===== src/rtl/uart_tx_arbiter.sv =====
// uart_tx_arbiter: round-robin arbiter that shares one UART transmitter
// between NUM_REQ message sources. A granted message is latched whole and
// sent one byte at a time over the TxD_start / TxD_busy handshake. Bytes
// from different requesters are never interleaved.
module uart_tx_arbiter #(
  parameter int NUM_REQ   = 3,
  parameter int MAX_BYTES = 16,
  parameter int LEN_W     = 5
) (
  input  logic                           clk_i,
  input  logic                           reset_i,
  input  logic [NUM_REQ-1:0]             req_i,
  input  logic [NUM_REQ*LEN_W-1:0]       req_len_i,
  input  logic [NUM_REQ*MAX_BYTES*8-1:0] req_data_i,
  output logic [NUM_REQ-1:0]             accept_o,
  output logic [NUM_REQ-1:0]             done_o,
  output logic                           busy_o,
  output logic                           txd_start_o,
  output logic [7:0]                     txd_data_o,
  input  logic                           txd_busy_i
);

  localparam int IDX_W = (NUM_REQ > 1) ? $clog2(NUM_REQ) : 1;
  localparam int MSG_W = MAX_BYTES * 8;

  typedef enum logic [2:0] {IDLE, LOAD, WAIT_RDY, START, HOLD, FINISH} state_t;

  state_t               state_q, state_d;
  logic [IDX_W-1:0]     idx_q, idx_d;
  logic [IDX_W-1:0]     ptr_q, ptr_d;
  logic [LEN_W-1:0]     len_q, len_d;
  logic [LEN_W-1:0]     cnt_q, cnt_d;
  logic [MSG_W-1:0]     data_q, data_d;
  logic [NUM_REQ-1:0]   accept_q, accept_d;
  logic [NUM_REQ-1:0]   done_q, done_d;
  logic                 busy_q, busy_d;
  logic                 start_q, start_d;
  logic [7:0]           txd_data_q, txd_data_d;

  logic                 found;
  logic [IDX_W-1:0]     sel;
  logic [LEN_W-1:0]     sel_len;
  logic [MSG_W-1:0]     sel_data;

  // Round-robin pick: first set request scanning upward from ptr+1 with wrap.
  always_comb begin
    found = 1'b0;
    sel   = '0;
    for (int i = 1; i <= NUM_REQ; i++) begin
      if (!found && req_i[(int'(ptr_q) + i) % NUM_REQ]) begin
        found = 1'b1;
        sel   = IDX_W'((int'(ptr_q) + i) % NUM_REQ);
      end
    end
    sel_len  = req_len_i[int'(sel)*LEN_W +: LEN_W];
    sel_data = req_data_i[int'(sel)*MSG_W +: MSG_W];
  end

  // Next-state and registered-output decode; outputs take effect on entry.
  always_comb begin
    state_d    = state_q;
    idx_d      = idx_q;
    ptr_d      = ptr_q;
    len_d      = len_q;
    cnt_d      = cnt_q;
    data_d     = data_q;
    accept_d   = '0;
    done_d     = '0;
    start_d    = 1'b0;
    txd_data_d = txd_data_q;
    case (state_q)
      IDLE: begin
        if (found) begin
          idx_d         = sel;
          ptr_d         = sel;
          len_d         = (sel_len > LEN_W'(MAX_BYTES)) ? LEN_W'(MAX_BYTES) : sel_len;
          data_d        = sel_data;
          accept_d[sel] = 1'b1;
          state_d       = LOAD;
        end
      end
      LOAD: begin
        cnt_d   = '0;
        state_d = (len_q == '0) ? FINISH : WAIT_RDY;
      end
      WAIT_RDY: begin
        if (!txd_busy_i) begin
          start_d    = 1'b1;
          txd_data_d = data_q[int'(cnt_q)*8 +: 8];
          state_d    = START;
        end
      end
      START: state_d = HOLD;
      // Guard cycle: the transmitter raises busy one cycle after start.
      HOLD: begin
        cnt_d   = cnt_q + LEN_W'(1);
        state_d = (cnt_q + LEN_W'(1) == len_q) ? FINISH : WAIT_RDY;
      end
      FINISH: begin
        done_d[idx_q] = 1'b1;
        state_d       = IDLE;
      end
      default: state_d = IDLE;
    endcase
    busy_d = (state_d != IDLE);
  end

  // State and output registers with synchronous reset.
  always_ff @(posedge clk_i) begin
    if (reset_i) begin
      state_q    <= IDLE;
      idx_q      <= '0;
      ptr_q      <= IDX_W'(NUM_REQ - 1);
      len_q      <= '0;
      cnt_q      <= '0;
      data_q     <= '0;
      accept_q   <= '0;
      done_q     <= '0;
      busy_q     <= 1'b0;
      start_q    <= 1'b0;
      txd_data_q <= '0;
    end else begin
      state_q    <= state_d;
      idx_q      <= idx_d;
      ptr_q      <= ptr_d;
      len_q      <= len_d;
      cnt_q      <= cnt_d;
      data_q     <= data_d;
      accept_q   <= accept_d;
      done_q     <= done_d;
      busy_q     <= busy_d;
      start_q    <= start_d;
      txd_data_q <= txd_data_d;
    end
  end

  assign accept_o    = accept_q;
  assign done_o      = done_q;
  assign busy_o      = busy_q;
  assign txd_start_o = start_q;
  assign txd_data_o  = txd_data_q;

endmodule


===== config.mk =====
export PLATFORM = sky130hd
export DESIGN_NAME = uart_tx_arbiter
export DESIGN_NICKNAME = d
export VERILOG_FILES = /design/src/rtl/uart_tx_arbiter.sv
export SDC_FILE = /design/constraint.sdc
export NUM_CORES = 1
export LEC_CHECK = 0
export ABC_AREA = 1
export CAP_MARGIN = 10
export CORE_AREA = 8 8 156 158
export CTS_BUF_LIST = sky130_fd_sc_hd__clkbuf_4 sky130_fd_sc_hd__clkbuf_8
export CTS_CLUSTER_DIAMETER = 150
export DETAILED_ROUTE_END_ITERATION = 16
export DIE_AREA = 0 0 164 166
export GPL_TIMING_DRIVEN = 0
export PLACE_DENSITY = 0.94
export SLEW_MARGIN = 5
export SYNTH_ARGS = -nofsm -noshare
export SYNTH_HDL_FRONTEND = slang
export SYNTH_SLANG_ARGS = --single-unit
export TNS_END_PERCENT = 20

===== constraint.sdc =====
create_clock -name clk_i -period 6.7 [get_ports clk_i]
set_input_delay 1.34 -clock clk_i [delete_from_list [all_inputs] [get_ports clk_i]]
set_output_delay 1.34 -clock clk_i [all_outputs]
set_load 0.05 [all_outputs]

==> impl_metrics.toml, run 1 <==
[worst_setup_path]
startpoint = "req_i[2]"
crit_type = "input pin to flip-flop"
r2r_start = "idx_q[0]$_SDFFE_PP0P_"
rr_worst_depth = 14
critPathRequiredTime_ps = 7060
critPathLaunchType = "input pin"
cp_max_fo = 10
critPathCaptureType = "flip-flop"
worstPathArrival_ps = 3850

[clock_network]
cts.repair.resized = 0
htreeDepth = 4
clk_pin_slew_ps = 100
hold_buffers = 0
root_buffer = "clkbuf_8"
cts.sinks = 160
cts_setup_buffers = 0
cts_made_buffers = 17
worstSkewPairLatency_ps = 470
cts.path.max_buffers = 2
tritoncts = "built"

[global_route]
grt_pass1_wl_um = 70400
grtUsageTotal = 0.335
grt_pass1_vias = 12800
antenna_found_initial = 0
grt_max_degree = 17
grt-ovfl-total = 0

[sta]
setup_viol = 0
max_slew_margin = 0.463
finalClockSkew_ps = 21.2
hold_viol_final = 0
drv_slew = 0
fmax_mhz = 287
final.min_clock_period_ps = 3490
period_share = 0.520
finalSetupTns_ps = 0
rsz0062_at_grt = "false"
worst_slew_pin_slew_ps = 805

[synth]
yosys.area_share.simple = 0.259
yosysSeqAreaShare = 0.331
synthXorXnorAreaFrac = 0.00453
synth-seq-cells = 160
postSynthAreaPerCell_um2 = 6.24
synthesis.area_um2 = 9670
syn-instance-count = 1550
muxShareOfSynthArea = 0
synth_top_family_by_area = "compound AO/OA/AOI/OAI gates"
yosys_warnings = 0
synth-adder-area-share = 0.00517
syn_nets = 1959
synth_compound_area_frac = 0.304
ys_types = 39

[cells_and_area]
num_antenna_cells = 0
nets = 2397
finalNonFillerCells = 2286
seqCellArea_um2 = 3200
multi_input_area_um2 = 5540
drive_above_1_share = 0.0545
num-fill-cells = 1968
area_growth_pct = 51.3

[detailed_routing]
drtAntennaViolNets = 0
drt-total-wl_um = 47800
dr.first_iter.drc_count = 1281
num_vias = 13000
avgRoutedWirePerCell_um = 20.9
routed_via_density = 5.67
drc = 0
firstDrtPassIters = 5

[job]
drv_cap = 0

[hold_path]
min_from = "idx_q[0]$_SDFFE_PP0P_"
holdPathStages = 1
hold_path.class = "flip-flop to flip-flop"

[power]
power_density_nw_per_um2 = 520
total_power_uw = 7610
ir_drop_v = 0.000370
power_leakage_uw = 0.00559

[place]
gp_congestion = 0.950
io_buffers = 419
place_inst = 2254
hpwlAfterDp_um = 38900

[die]
fp.dieArea_um2 = 27200
die_y_um = 166
core_um2 = 22100
top_level_ports = 421
rows = 55
start_util = 0.438
dieWidth_um = 164

[outcome]
status = "complete, no violations"
-- worst max-delay path, cell delays in order --
cell and delay (ps):
clkdlybuf4s50_1 540, inv_1 80, o21ai_2 160, nand2_4 90, nand2_1 80, clkinv_2 80
nand3_1 100, nand2_2 110, nor2_1 140, nand2_1 410, buf_2 380, o31ai_1 320
-- metrics by stage --
step                utilization  worst slack [ps]  hold WS (ps)  instance area (um^2)
global placement          0.644              2890           442                 14200
floorplan                     -              3950           427                  9670
global route              0.663              3090           491                 14600
finish                    0.663              3210           459                 14600
detailed placement        0.644              2770           441                 14200
CTS                       0.663              3250           454                 14600
-- logic make-up (layout without fill, tap and decap cells) --
group | count (synthesis) | in the layout
and+or+nand+nor | 613 | 613
AOI/OAI and AO/OA | 553 | 553
buffers and inverters | 215 | 666
DFF | 160 | 160
xor gates and xnor gates | 5 | 5
adders and majority gates | 4 | 4
-- final cells by class --
class / count / share of cell area
Tap cell: 285 / 0.0244
Clock inverter: 12 / 0.0107
Inverter: 88 / 0.0228
Sequential cell: 160 / 0.219
Buffer: 127 / 0.0406
Timing Repair Buffer: 419 / 0.287
Clock buffer: 20 / 0.0175
Multi-Input combinational cell: 1175 / 0.379
-- path summary, 6_finish.rpt --
kind | end | slack [ps]
setup / recovery | data_q[119]$_SDFFE_PP0P_ | 3210
hold / removal | done_o[0]$_SDFF_PP0_ | 460
setup reg to reg | data_q[119]$_SDFFE_PP0P_ | 3740
hold reg to reg | done_o[0]$_SDFF_PP0_ | 460
-- cell usage after synthesis (all sizes together) --
| library cell | count | area, um^2 |
|---|---|---|
| dfxtp | 160 | 3200 |
| o211ai | 2 | 15.0 |
| a21oi | 232 | 1160 |
| or2 | 3 | 18.8 |
| nor4 | 2 | 12.5 |
| clkinv | 3 | 12.5 |
| nor3 | 7 | 35.0 |
| nand4 | 3 | 18.8 |
| xor2 | 5 | 43.8 |
| ha | 4 | 50.1 |
| a221oi | 1 | 8.76 |
| buf | 68 | 373 |
| nand3b | 1 | 7.51 |
| inv | 85 | 322 |
| o31ai | 44 | 330 |
| a31oi | 7 | 43.8 |
| nand3 | 77 | 430 |
| a311oi | 7 | 61.3 |
| nand2 | 187 | 722 |
| o311ai | 1 | 8.76 |
| clkbuf | 59 | 221 |
| o21ai | 250 | 1250 |
| a211oi | 1 | 7.51 |
| o22ai | 8 | 50.1 |
| nor2 | 333 | 1260 |
-- cell usage in the layout, fill, tap and decap left out, drive strengths merged --
master,Yosys,routed
a211oi,1,1
a221oi,1,1
dfxtp,160,160
o21ai,250,250
a31oi,7,7
ha,4,4
clkinv,3,7
clkinvlp,0,1
clkbuf,59,79
nand3b,1,1
o211ai,2,2
xor2,5,5
nor3,7,7
a311oi,7,7
nor2,333,333
nand3,77,77
a21oi,232,232
o22ai,8,8
inv,85,89
bufinv,0,3
or2,3,3
o311ai,1,1
clkdlybuf4s50,0,419
nor4,2,2
nand2,187,187
nand4,3,3
o31ai,44,44
buf,68,68
-- layer usage --
| metal | vias to the layer above | wire length, um | part of all wire | track usage |
|---|---|---|---|---|
| met2 | 792 | 22400 | 0.47 | 0.560 |
| li1 | 6077 | - | - | - |
| met1 | 5924 | 17700 | 0.37 | 0.374 |
| met4 | 0 | 3030 | 0.063 | 0.203 |
| met5 | - | 0 | 0 | 0 |
| met3 | 170 | 4640 | 0.097 | 0.0855 |
-- flip-flops by register name, indices dropped and copies added (netlist names) --
signal and cells:
done_o 3, data_q 128, txd_start_o 1, len_q 5
idx_q 2, busy_o 1, txd_data_o 8, ptr_q 1
cnt_q 5, state_q 3, accept_o 3
-- where the power goes --
group | leakage (uW) | switching [uW] | total, uW | internal, uW
combinational | 0.00406 | 3690 | 5400 | 1710
clock | 0.000213 | 385 | 769 | 384
sequential | 0.00132 | 169 | 1440 | 1270
Power figures use the tool's default switching activity.
==> inputs of run 2 (changes only) <==
--- a/config.mk
+++ b/config.mk
@@ -7,13 +7,13 @@
 export LEC_CHECK = 0
 export ABC_AREA = 1
 export CAP_MARGIN = 10
-export CORE_AREA = 8 8 156 158
+export CORE_MARGIN = 8
+export CORE_UTILIZATION = 44
 export CTS_BUF_LIST = sky130_fd_sc_hd__clkbuf_4 sky130_fd_sc_hd__clkbuf_8
 export CTS_CLUSTER_DIAMETER = 150
 export DETAILED_ROUTE_END_ITERATION = 16
-export DIE_AREA = 0 0 164 166
 export GPL_TIMING_DRIVEN = 0
-export PLACE_DENSITY = 0.94
+export PLACE_DENSITY = 0.93
 export SLEW_MARGIN = 5
 export SYNTH_ARGS = -nofsm -noshare
 export SYNTH_HDL_FRONTEND = slang
==> constraint.sdc (replaced) <==
create_clock -name clk_i -period 3.45 [get_ports clk_i]
set_input_delay 0.69 -clock clk_i [delete_from_list [all_inputs] [get_ports clk_i]]
set_output_delay 0.69 -clock clk_i [all_outputs]
set_load 0.05 [all_outputs]
==> run 2 against run 1 <==
Net effect: combinational power rose by 93%; die area fell by 0.89%; register-to-register slack got worse by 3200 ps; critical endpoint unchanged; worst setup slack got worse by 2700 ps; clock power rose by 99%; power rose by 94%; global-route usage rose by 0.29 points; critical path depth rose by 2; first-iteration DRC count fell by 5.3%.
==> impl_metrics.toml, run 2 (synthesis gave the netlist of run 1 again) <==
[outcome]
status = "complete, no violations"

[detailed_routing]
drt-total-wl_um = 47900
firstDrtPassIters = 6
num_vias = 12800
drtAntennaViolNets = 0
dr.first_iter.drc_count = 1213
routed_via_density = 5.61
drc = 0
avgRoutedWirePerCell_um = 21.0

[sta]
period_share = 0.847
rsz0062_at_grt = "false"
max_slew_margin = 0.436
hold_viol_final = 0
finalSetupTns_ps = 0
drv_slew = 0
final.min_clock_period_ps = 2920
fmax_mhz = 342
setup_viol = 0
worst_slew_pin_slew_ps = 846
hold_ws_ps = 473
finalClockSkew_ps = 20.2

[worst_setup_path]
worstPathArrival_ps = 3280
critPathCaptureType = "flip-flop"
max_stage_delay_ps = 400
critPathRequiredTime_ps = 3800
r2r_start = "idx_q[0]$_SDFFE_PP0P_"
crit_top_cell = "nand2_1"
critPathLaunchType = "flip-flop"
rr_endpoint = "data_q[119]$_SDFFE_PP0P_"
crit_type = "flip-flop to flip-flop"
critical_path.slowest_cell = "ha_1"
rr_worst_depth = 14
r2r_setup_slack_ps = 530
cp_max_fo = 10
crit_chain = "inv_1 -> ha_1 -> inv_2 -> nand2_1 -> nand3_2 -> nand2_4 -> nand2_1 -> clkinv_2 -> nand3_1 -> nand2_2 -> nor2_1 -> nand2_1 -> buf_2 -> o31ai_1"

[cells_and_area]
drive_above_1_share = 0.0540
area_growth_pct = 51.4
finish.instance_area_um2 = 14600
finalNonFillerCells = 2282
final_cell_mix = "clkdlybuf4s50_1 (419), nor2_1 (331), a21oi_1 (232)"
mostFrequentLayoutCell = "clkdlybuf4s50_1"
largest_register_ffs = 128
nets = 2397
largest-register = "data_q"

[die]
die_y_um = 164
top_level_ports = 421
start_util = 0.446
core_um2 = 21700
fp.dieArea_um2 = 27000
dieWidth_um = 164
rows = 54

[clock_network]
cts.sinks = 160
clk_pin_slew_ps = 90
tritoncts = "built"
cts_made_buffers = 17
root_buffer = "clkbuf_8"
cts.path.max_buffers = 2
cts.repair.resized = 0
worstSkewPairLatency_ps = 470
hold_buffers = 0
cts_setup_buffers = 0
htreeDepth = 4

[global_route]
grt-ovfl-total = 0
grt_max_degree = 17
grt_pass1_vias = 12700
antenna_found_initial = 2
grt_pass1_wl_um = 69500
grtUsageTotal = 0.337

[place]
dpl_cell_area_um2 = 14200
io_buffers = 419
hpwlAfterDp_um = 39000
place_inst = 2249
gp_congestion = 0.991

[hold_path]
holdPathEnd = "done_o[0]$_SDFF_PP0_"
min_from = "idx_q[0]$_SDFFE_PP0P_"
holdPathStages = 1
hold_path.class = "flip-flop to flip-flop"

[power]
power_leakage_uw = 0.00559
power_density_nw_per_um2 = 1010
ir_drop_v = 0.000883
total_power_uw = 14800

[job]
drv_cap = 0
[run 2: cell count changes in the layout (fill, tap and decap cells not counted)]
cell and change:
clkbuf_8 +1, clkbuf_4 -1, inv_6 -4, bufinv_16 +1
clkinv_2 +1, clkinvlp_4 +1, diode_2 +2
[run 2: power by group]
group	switching (uW)	internal, uW
clock network	710	815
logic	7100	3330
registers	328	2470
[run 2: final cells by class]
| type | count | area (um^2) |
|---|---|---|
| antenna | 2 | 5.00 |
| buffer | 127 | 594 |
| clock buffer | 20 | 263 |
| clock inverter | 11 | 164 |
| fill | 1901 | 7040 |
| inverter | 88 | 334 |
| multi-input combinational | 1175 | 5540 |
| sequential | 160 | 3200 |
| tap | 280 | 350 |
| timing repair buffer | 419 | 4190 |
[run 2: layer usage]
metal / routed length [um] / global-route usage / share of wire / up-vias
met1: 17300 / 0.368 / 0.36 / 5819
met3: 4960 / 0.0935 / 0.10 / 146
li1: - / - / - / 6085
met4: 2650 / 0.197 / 0.055 / 0
met2: 23000 / 0.579 / 0.48 / 742
met5: 0 / 0 / 0 / -
[run 2: stage by stage]
step,setup slack [ps],util
floorplan,1220,-
global placement,322,0.655
detailed placement,240,0.655
CTS,577,0.675
global route,306,0.675
finish,528,0.675
[run 2: worst max-delay path, delay by kind of cell (launching register included)]
kind	cells	cell delay, ps
buffers and inverters	4	670
AO/OA/AOI/OAI	1	320
adder cells (fa/ha/maj)	1	400
AND/OR/NAND/NOR	8	1030
flip-flops	1	370
[run 2: worst max path at each step]
stage / startpoint / endpoint / slack (ps)
finish: idx_q[0]$_SDFFE_PP0P_ / data_q[119]$_SDFFE_PP0P_ / 530
global route: idx_q[0]$_SDFFE_PP0P_ / data_q[119]$_SDFFE_PP0P_ / 310
CTS: idx_q[0]$_SDFFE_PP0P_ / data_q[119]$_SDFFE_PP0P_ / 580
detailed placement: req_i[2] / data_q[119]$_SDFFE_PP0P_ / 240
global placement: req_i[2] / data_q[114]$_SDFFE_PP0P_ / 320
floorplan: idx_q[0]$_SDFFE_PP0P_ / data_q[94]$_SDFFE_PP0P_ / 1220
==> inputs of run 3 (changes only) <==
==> constraint.sdc (replaced) <==
create_clock -name clk_i -period 3 [get_ports clk_i]
set_input_delay 0.6 -clock clk_i [delete_from_list [all_inputs] [get_ports clk_i]]
set_output_delay 0.6 -clock clk_i [all_outputs]
set_load 0.05 [all_outputs]
==> run 3 against run 2 <==
Net effect: count of clock-buffer cells in the layout is the same; critical path depth is 2 higher; first-iteration DRC count increased by 2.3%; clock power up 14%; sequential power increased by 15%; register-to-register slack lost 310 ps; critical endpoint is now data_q[103]$_SDFFE_PP0P_; largest cell class unchanged.
==> impl_metrics.toml, run 3 (synthesis gave the netlist of run 1 again) <==
[sta]
worst_slew_pin_slew_ps = 839
rsz0062_at_grt = "false"
max_slew_margin = 0.441
drv_slew = 0
period_share = 0.926
finalClockSkew_ps = 19.3
hold_viol_final = 0
finalSetupTns_ps = 0
setup_viol = 0
final.min_clock_period_ps = 2780
setup_slack_ps = 221
fmax_mhz = 360

[place]
gp_congestion = 0.991
io_buffers = 419
hpwlAfterDp_um = 39000
post-place-ws_ps = -120
place_inst = 2249

[hold_path]
hold_path.class = "flip-flop to flip-flop"

[detailed_routing]
drtAntennaViolNets = 0
routed_via_density = 5.61
firstDrtPassIters = 8
avgRoutedWirePerCell_um = 21.0
num_vias = 12800
drt-total-wl_um = 48000
drc = 0
dr.first_iter.drc_count = 1241

[power]
total_power_uw = 17000
power_density_nw_per_um2 = 1160
ir_drop_v = 0.00102
power_leakage_uw = 0.00560

[worst_setup_path]
critPathCaptureType = "flip-flop"
cp_max_fo = 10
crit_chain = "inv_1 -> ha_2 -> inv_2 -> nand2_1 -> nand3_2 -> nand2_4 -> nand3_2 -> nor2_2 -> nor2_4 -> inv_2 -> buf_2 -> buf_2 -> nand3_1 -> nand2_1 -> nand2_1 -> o31ai_1"
crit_buf_inv = 5
worstPathArrival_ps = 3140
critPathRequiredTime_ps = 3360
critPathLaunchType = "flip-flop"
crit_type = "flip-flop to flip-flop"
crit_family = "simple AND/OR/NAND/NOR gates"
max_stage_delay_ps = 400
crit_top_cell = "nand2_1"
critical_path.slowest_cell = "ha_2"

[clock_network]
cts_made_buffers = 17
clk_pin_slew_ps = 90
tritoncts = "built"
root_buffer = "clkbuf_8"
worstSkewPairLatency_ps = 470
cts.path.max_buffers = 2
hold_buffers = 0
htreeDepth = 4
cts.sinks = 160

[die]
start_util = 0.446
die_y_um = 164
fp.dieArea_um2 = 27000
core_um2 = 21700
top_level_ports = 421
dieWidth_um = 164
rows = 54

[cells_and_area]
seqCellArea_um2 = 3200
nets = 2397
area_growth_pct = 51.6
multi_input_area_um2 = 5550
fin_util = 0.676
mostFrequentLayoutCell = "clkdlybuf4s50_1"
largest-register = "data_q"
largest_register_ffs = 128
drive_above_1_share = 0.0560
final_cell_mix = "clkdlybuf4s50_1 (419), nor2_1 (331), a21oi_1 (231)"
num-fill-cells = 1898
finalNonFillerCells = 2282

[global_route]
grt_max_degree = 17
antenna_found_initial = 2
grtUsageTotal = 0.337
grt_pass1_wl_um = 69500
grt-ovfl-total = 0
grt_pass1_vias = 12700

[job]
drv_cap = 0

[outcome]
status = "complete, no violations"
[run 3: repair_timing]
| item | 4_1_cts | 5_1_grt |
|---|---|---|
| setup endpoints to repair | 0 | 44 |
| buffers inserted | 0 | 0 |
| gates resized for setup | 0 | 6 |
[run 3: layout make-up]
class,count,share of cell area
clock buffer,20,0.0179
multi-input combinational,1175,0.378
sequential,160,0.218
timing repair buffer,419,0.286
buffer,127,0.0409
antenna,2,0.000341
tap,280,0.0239
clock inverter,11,0.0112
inverter,88,0.0228
[run 3: worst reg2reg max path: stages (launching register included)]
cell and delay (ps):
dfxtp_1 370, inv_1 110, ha_2 400, inv_2 70, nand2_1 80, nand3_2 80, nand2_4 100, nand3_2 120
nor2_2 150, nor2_4 80, inv_2 70, buf_2 290, buf_2 330, nand3_1 190, nand2_1 110, nand2_1 50
o31ai_1 80
[run 3: per-stage QoR]
stage                     instance area [um^2]  hold slack, ps
after floorplan                           9670             427
after global placement                   14200             454
after detailed placement                 14200             456
after CTS                                14600             470
after global routing                     14700             492
final                                    14700             470
[run 3: worst paths after layout]
path	slack, ps	cells after the start	from	to
worst max-delay path	220	16	idx_q[0]$_SDFFE_PP0P_	data_q[103]$_SDFFE_PP0P_
worst min-delay path	470	1	idx_q[0]$_SDFFE_PP0P_	done_o[0]$_SDFF_PP0_
worst max register to register	220	16	idx_q[0]$_SDFFE_PP0P_	data_q[103]$_SDFFE_PP0P_
worst min register to register	470	1	idx_q[0]$_SDFFE_PP0P_	done_o[0]$_SDFF_PP0_
[run 3: power breakdown]
| group | switching, uW | internal [uW] | total [uW] |
|---|---|---|---|
| logic | 8180 | 3850 | 12000 |
| registers | 380 | 2840 | 3220 |
| clock network | 812 | 938 | 1750 |
| total | 9370 | 7630 | 17000 |
[run 3: layer usage]
metal  GRT usage  routed length [um]
met1       0.368               17500
met2       0.579               23000
met3      0.0935                4790
met4       0.197                2680
met5           0                   0
